$ cat config.mk
export PLATFORM = sky130hd
export DESIGN_NAME = cacheline_burst_adaptor
export DESIGN_NICKNAME = d
export VERILOG_FILES = /design/src/rtl/cacheline_burst_adaptor.sv
export SDC_FILE = /design/constraint.sdc
export NUM_CORES = 1
export LEC_CHECK = 0
export CAP_MARGIN = 20
export CORE_MARGIN = 2
export CORE_UTILIZATION = 40
export CTS_BUF_LIST = sky130_fd_sc_hd__clkbuf_4
export DETAILED_ROUTE_END_ITERATION = 10
export PLACE_DENSITY = 0.63
export SETUP_SLACK_MARGIN = 0.15
export SLEW_MARGIN = 20
export SYNTH_ARGS = -nofsm -noshare
export SYNTH_HDL_FRONTEND = slang
export SYNTH_SLANG_ARGS = --single-unit
$ cat constraint.sdc
create_clock -name clk -period 3.25 [get_ports clk]
set_input_delay 0.65 -clock clk [delete_from_list [all_inputs] [get_ports clk]]
set_output_delay 0.65 -clock clk [all_outputs]
set_load 0.05 [all_outputs]
$ cat src/rtl/cacheline_burst_adaptor.sv
// Cache-line to memory-burst adaptor.
// A 256-bit line request from the cache side becomes a NUM_BEATS-beat burst
// on the memory bus. Read beats are gathered into a full line. Write lines
// are sliced into beats, one beat per accepted memory strobe.
module cacheline_burst_adaptor #(
  parameter int LINE_WIDTH  = 256,
  parameter int BURST_WIDTH = 64,
  parameter int NUM_BEATS   = LINE_WIDTH / BURST_WIDTH
) (
  input  logic                   clk,
  input  logic                   reset_n,
  input  logic [LINE_WIDTH-1:0]  line_i,
  output logic [LINE_WIDTH-1:0]  line_o,
  input  logic [31:0]            address_i,
  input  logic                   read_i,
  input  logic                   write_i,
  output logic                   resp_o,
  input  logic [BURST_WIDTH-1:0] burst_i,
  output logic [BURST_WIDTH-1:0] burst_o,
  output logic [31:0]            address_o,
  output logic                   read_o,
  output logic                   write_o,
  input  logic                   resp_i
);

  localparam int CNT_W = (NUM_BEATS > 1) ? $clog2(NUM_BEATS) : 1;
  localparam logic [CNT_W-1:0] LAST_BEAT = CNT_W'(NUM_BEATS - 1);

  typedef enum logic [1:0] {
    IDLE     = 2'd0,
    RD_BURST = 2'd1,
    WR_BURST = 2'd2,
    DONE     = 2'd3
  } state_t;

  state_t                state, next_state;
  logic [CNT_W-1:0]      cnt;
  logic [31:0]           addr_q;
  logic [LINE_WIDTH-1:0] wline_q;
  logic [LINE_WIDTH-1:0] rbuf;
  logic [LINE_WIDTH-1:0] asm_line;
  logic [LINE_WIDTH-1:0] line_q;

  // State register; reset abandons any burst in flight.
  always_ff @(posedge clk or negedge reset_n) begin
    if (!reset_n) begin
      state <= IDLE;
    end else begin
      state <= next_state;
    end
  end

  // Next-state decode: read wins over write, the last strobed beat exits.
  always_comb begin
    next_state = state;
    case (state)
      IDLE: begin
        if (read_i) begin
          next_state = RD_BURST;
        end else if (write_i) begin
          next_state = WR_BURST;
        end
      end
      RD_BURST: begin
        if (resp_i && (cnt == LAST_BEAT)) begin
          next_state = DONE;
        end
      end
      WR_BURST: begin
        if (resp_i && (cnt == LAST_BEAT)) begin
          next_state = DONE;
        end
      end
      DONE: begin
        next_state = IDLE;
      end
      default: begin
        next_state = IDLE;
      end
    endcase
  end

  // Read buffer with the current beat merged into slot cnt.
  always_comb begin
    asm_line = rbuf;
    for (int i = 0; i < NUM_BEATS; i++) begin
      if (cnt == CNT_W'(i)) begin
        asm_line[i*BURST_WIDTH +: BURST_WIDTH] = burst_i;
      end
    end
  end

  // Request latching, beat counting and read-line assembly.
  always_ff @(posedge clk or negedge reset_n) begin
    if (!reset_n) begin
      cnt     <= '0;
      addr_q  <= '0;
      wline_q <= '0;
      rbuf    <= '0;
      line_q  <= '0;
    end else begin
      case (state)
        IDLE: begin
          if (read_i) begin
            addr_q <= address_i & 32'hFFFF_FFE0;
            cnt    <= '0;
          end else if (write_i) begin
            addr_q  <= address_i & 32'hFFFF_FFE0;
            wline_q <= line_i;
            cnt     <= '0;
          end
        end
        RD_BURST: begin
          if (resp_i) begin
            rbuf <= asm_line;
            cnt  <= cnt + 1'b1;
            // The line becomes visible to the cache only once complete.
            if (cnt == LAST_BEAT) begin
              line_q <= asm_line;
            end
          end
        end
        WR_BURST: begin
          if (resp_i) begin
            cnt <= cnt + 1'b1;
          end
        end
        default: begin
        end
      endcase
    end
  end

  // Outputs decode straight from state so reset clears them immediately.
  always_comb begin
    read_o    = (state == RD_BURST);
    write_o   = (state == WR_BURST);
    resp_o    = (state == DONE);
    address_o = addr_q;
    line_o    = line_q;
    burst_o   = '0;
    if (state == WR_BURST) begin
      for (int i = 0; i < NUM_BEATS; i++) begin
        if (cnt == CNT_W'(i)) begin
          burst_o = wline_q[i*BURST_WIDTH +: BURST_WIDTH];
        end
      end
    end
  end

endmodule

==> results.sh <==
export IMPL_powerDensity_nw_per_um2=1020
export IMPL_ys_flop_type="dfrtp_1"
export IMPL_post_drt_via_cell_ratio=5.12
export IMPL_fillers=6438
export IMPL_die_area_sq_um=79500
export IMPL_relSlewSlack_pct=44.0
export IMPL_initial_core_util_pct=40.6
export IMPL_power_internal_mw=26.2
export IMPL_max_freq_mhz=286
export IMPL_synth_edff_count=0
export IMPL_slowest_delay_ps=450
export IMPL_utilization_pct=56.9
export IMPL_synth_commonest_cells="735 x dfrtp_1, 472 x mux2_2, 450 x nand2_1, 298 x o21ai_0, 192 x mux2i_1"
export IMPL_rsz0062_at_grt="true"
export IMPL_slowest_stage="dfrtp_2"
export IMPL_syn_area_sq_um=30900
export IMPL_antenna_found_initial=37
export IMPL_path_class="reg -> out"
export IMPL_dp_cells=4092
export IMPL_p_leak_nw=19.1
export IMPL_synth_seq_area_share_pct=59.5
export IMPL_setup_viol=64
export IMPL_grt_pass1_vias=24400
export IMPL_syn_inst=2455
export IMPL_pwr_share_seq_pct=34.6
export IMPL_ys_types=32
export IMPL_grt_pass1_wl_um=150000
export IMPL_clk_latency_ps=1060
export IMPL_htree_levels=4
export IMPL_finalHoldViolations=0
export IMPL_numPortBuffers=701
export IMPL_path_cells="buf_6 -> ha_4 -> nor2b_4 -> buf_12 -> buf_12 -> buf_16 -> a221oi_1 -> o21ai_1 -> buf_6"
export IMPL_p_sw_mw=18.1
export IMPL_p_comb_share_pct=47.1
export IMPL_ys_ff_latch=735
export IMPL_worstHoldPathType="in -> async"
export IMPL_grt_max_degree=118
export IMPL_area_growth_synth_to_final_pct=40.3
export IMPL_synthMuxAreaShare_pct=23.6
export IMPL_ir_drop_v=0.000561
export IMPL_dr_pass1_iters=5
export IMPL_cp_start_kind="register"
export IMPL_grt_ovfl_total=0
export IMPL_synth_top_cell_by_area="dfrtp_1"
export IMPL_ys_warn_count=0
export IMPL_layout_drive_gt1_share_pct=31.2
export IMPL_io_pins=712
export IMPL_pwr_share_clk_pct=18.2
export IMPL_cts_clk_slew_worst_paths_ps=70
export IMPL_switching_share_pct=40.8
export IMPL_die_y_um=282
export IMPL_synth_top_area_share_pct=59.5
export IMPL_core_sq_um=76200
export IMPL_drt_wl_total_um=103000
export IMPL_fin_crit_sh_pct=108
export IMPL_report_power_total_mw=44.2
export IMPL_yosysMostFrequentCell="dfrtp_1"
export IMPL_ant_nets=0
export IMPL_cp_max_fo=7
export IMPL_fin_cells=4499
export IMPL_min_period_ps=3500
export IMPL_wire_per_inst_um=22.9
export IMPL_violations="negative setup slack"
export IMPL_cts_root_buf="clkbuf_4"
export IMPL_synthTopCellsByArea="dfrtp_1 60%, mux2_2 17%, mux2i_1 6.2%"
export IMPL_cts_tree="built"
export IMPL_synth_compound_area_share_pct=7.16
export IMPL_remaining_drc_errors=0
export IMPL_cts_sinks=735
export IMPL_clockBufferDepth=3
export IMPL_gp_congestion=0.838
export IMPL_synthAdderAreaFrac_pct=0.364
export IMPL_endpoint_kind="output pin"
export IMPL_synth_top_family_by_area="multiplexers"
export IMPL_grtUsageTotal_pct=25.3
export IMPL_die_w_um=282
export IMPL_tns_ps=-12650
export IMPL_status="finished, violations left"
export IMPL_vias=23000
export IMPL_first_iter_violations=1110
export IMPL_worst_slew_pin_slew_ps=840
export IMPL_finClkSkew_ps=103
export IMPL_nNetsFinal=3670
export IMPL_slew_viol_final=0
export IMPL_place_hpwl_um=68200
export IMPL_arrival_ps=2850
export IMPL_drv_cap=0
export IMPL_async_flop_share_pct=100
export IMPL_syn_area_per_cell_sq_um=12.6
export IMPL_setup_slack_ps=-252
export IMPL_cp_required_ps=2600
export IMPL_synth_simple_area_share_pct=5.92
export IMPL_cts_buffers=195
export IMPL_synth_xor_area_share_pct=0
export IMPL_rows=101
-- metal layers --
metal / up-vias / track usage [%] / wire length (um)
li1: 10500 / - / -
met1: 11600 / 29.5 / 40000
met2: 712 / 41.5 / 50600
met3: 228 / 8.23 / 7560
met4: 26 / 13.4 / 4460
met5: - / 0 / 156
-- registers in the layout (all words and copies together), names as in the netlist --
name	count
address_o	27
line_o	256
wline_q	256
state	2
rbuf	192
cnt	2
-- worst max-delay path: cells and delay by family (launching register included) --
kind                       cells  cell delay [ps]
adders and majority gates      1              180
buffers and inverters          5              770
AOI/OAI and AO/OA              2              300
DFF                            1              450
and+or+nand+nor                1              130
-- cell usage in the layout (no fill, tap or decap), drive strengths merged --
master and count:
dfrtp 735, clkdlybuf4s50 629, mux2 477, nand2 450, o21ai 323, clkbuf 296, mux2i 192, buf 180
a221oi 64, clkinv 31, diode 30, inv 12, ha 9, nand3 6, conb 5, dlygate4sd2 5
nand2b 3, bufbuf 3, nor2b 3, a21oi 2, and2 2, clkinvlp 2, nand3b 2, nor2 1
a21o 1, nor3b 1, o211ai 1, and3 1, o22ai 1, dlygate4sd3 1, clkdlybuf4s15 1
-- metrics by stage --
step | hold WS (ps) | cell area [sq um] | worst slack [ps]
after floorplan | 354 | 30900 | 227
final | 177 | 43300 | -252
after detailed placement | 462 | 39000 | 429
after global routing | 79.9 | 43300 | -410
after CTS | 38.0 | 42800 | -422
after global placement | 458 | 39000 | 424
-- power groups by stage --
stage / Combinational (mW) / Sequential (mW) / Clock (mW)
after detailed placement: 18.3 / 15.2 / 0
after global placement: 18.0 / 14.9 / 0
final: 20.8 / 15.3 / 8.07
after global routing: 22.0 / 15.8 / 8.83
after floorplan: 8.57 / 18.4 / 0
after CTS: 20.5 / 15.2 / 8.34
-- worst paths after layout --
| kind | start | endpoint | slack [ps] | cells after the start |
|---|---|---|---|---|
| max in group asynchronous | reset_n | line_o[54] | 1940 | 4 |
| setup reg to reg | cnt[0] | line_o[28] | 650 | 7 |
| hold / removal | reset_n | line_o[6] | 180 | 2 |
| setup / recovery | cnt[0] | burst_o[63] | -250 | 9 |
| hold reg to reg | line_o[156] | line_o[156] | 470 | 2 |
| min in group clk | address_i[13] | address_o[13] | 200 | 2 |
-- what timing repair did --
action	CTS	global route
cloned	13	4
endpoints found under the setup margin	71	64
hold buffers	1	0
buffers inserted	23	3
resized for setup	182	80
hold endpoints to repair	129	0
pin swaps	54	59
-- logic make-up after synthesis --
kind of cell / after synthesis
other: 1
and+or+nand+nor: 468
DFF: 735
buffers and inverters: 181
AOI/OAI and AO/OA: 392
muxes: 669
adders and majority gates: 9
-- cell type report --
cell class,count,area (sq um),share of cell area [%]
multi-input cells,1544,12200,28.3
diodes,30,75.1,0.173
repair buffers,822,8870,20.5
inverters,6,30.0,0.0693
clock buffers,293,2200,5.07
clock inverters,39,244,0.563
flip-flops and latches,735,18400,42.4
well taps,1030,1290,2.97
No activity file was read; power rests on OpenSTA's default activity.
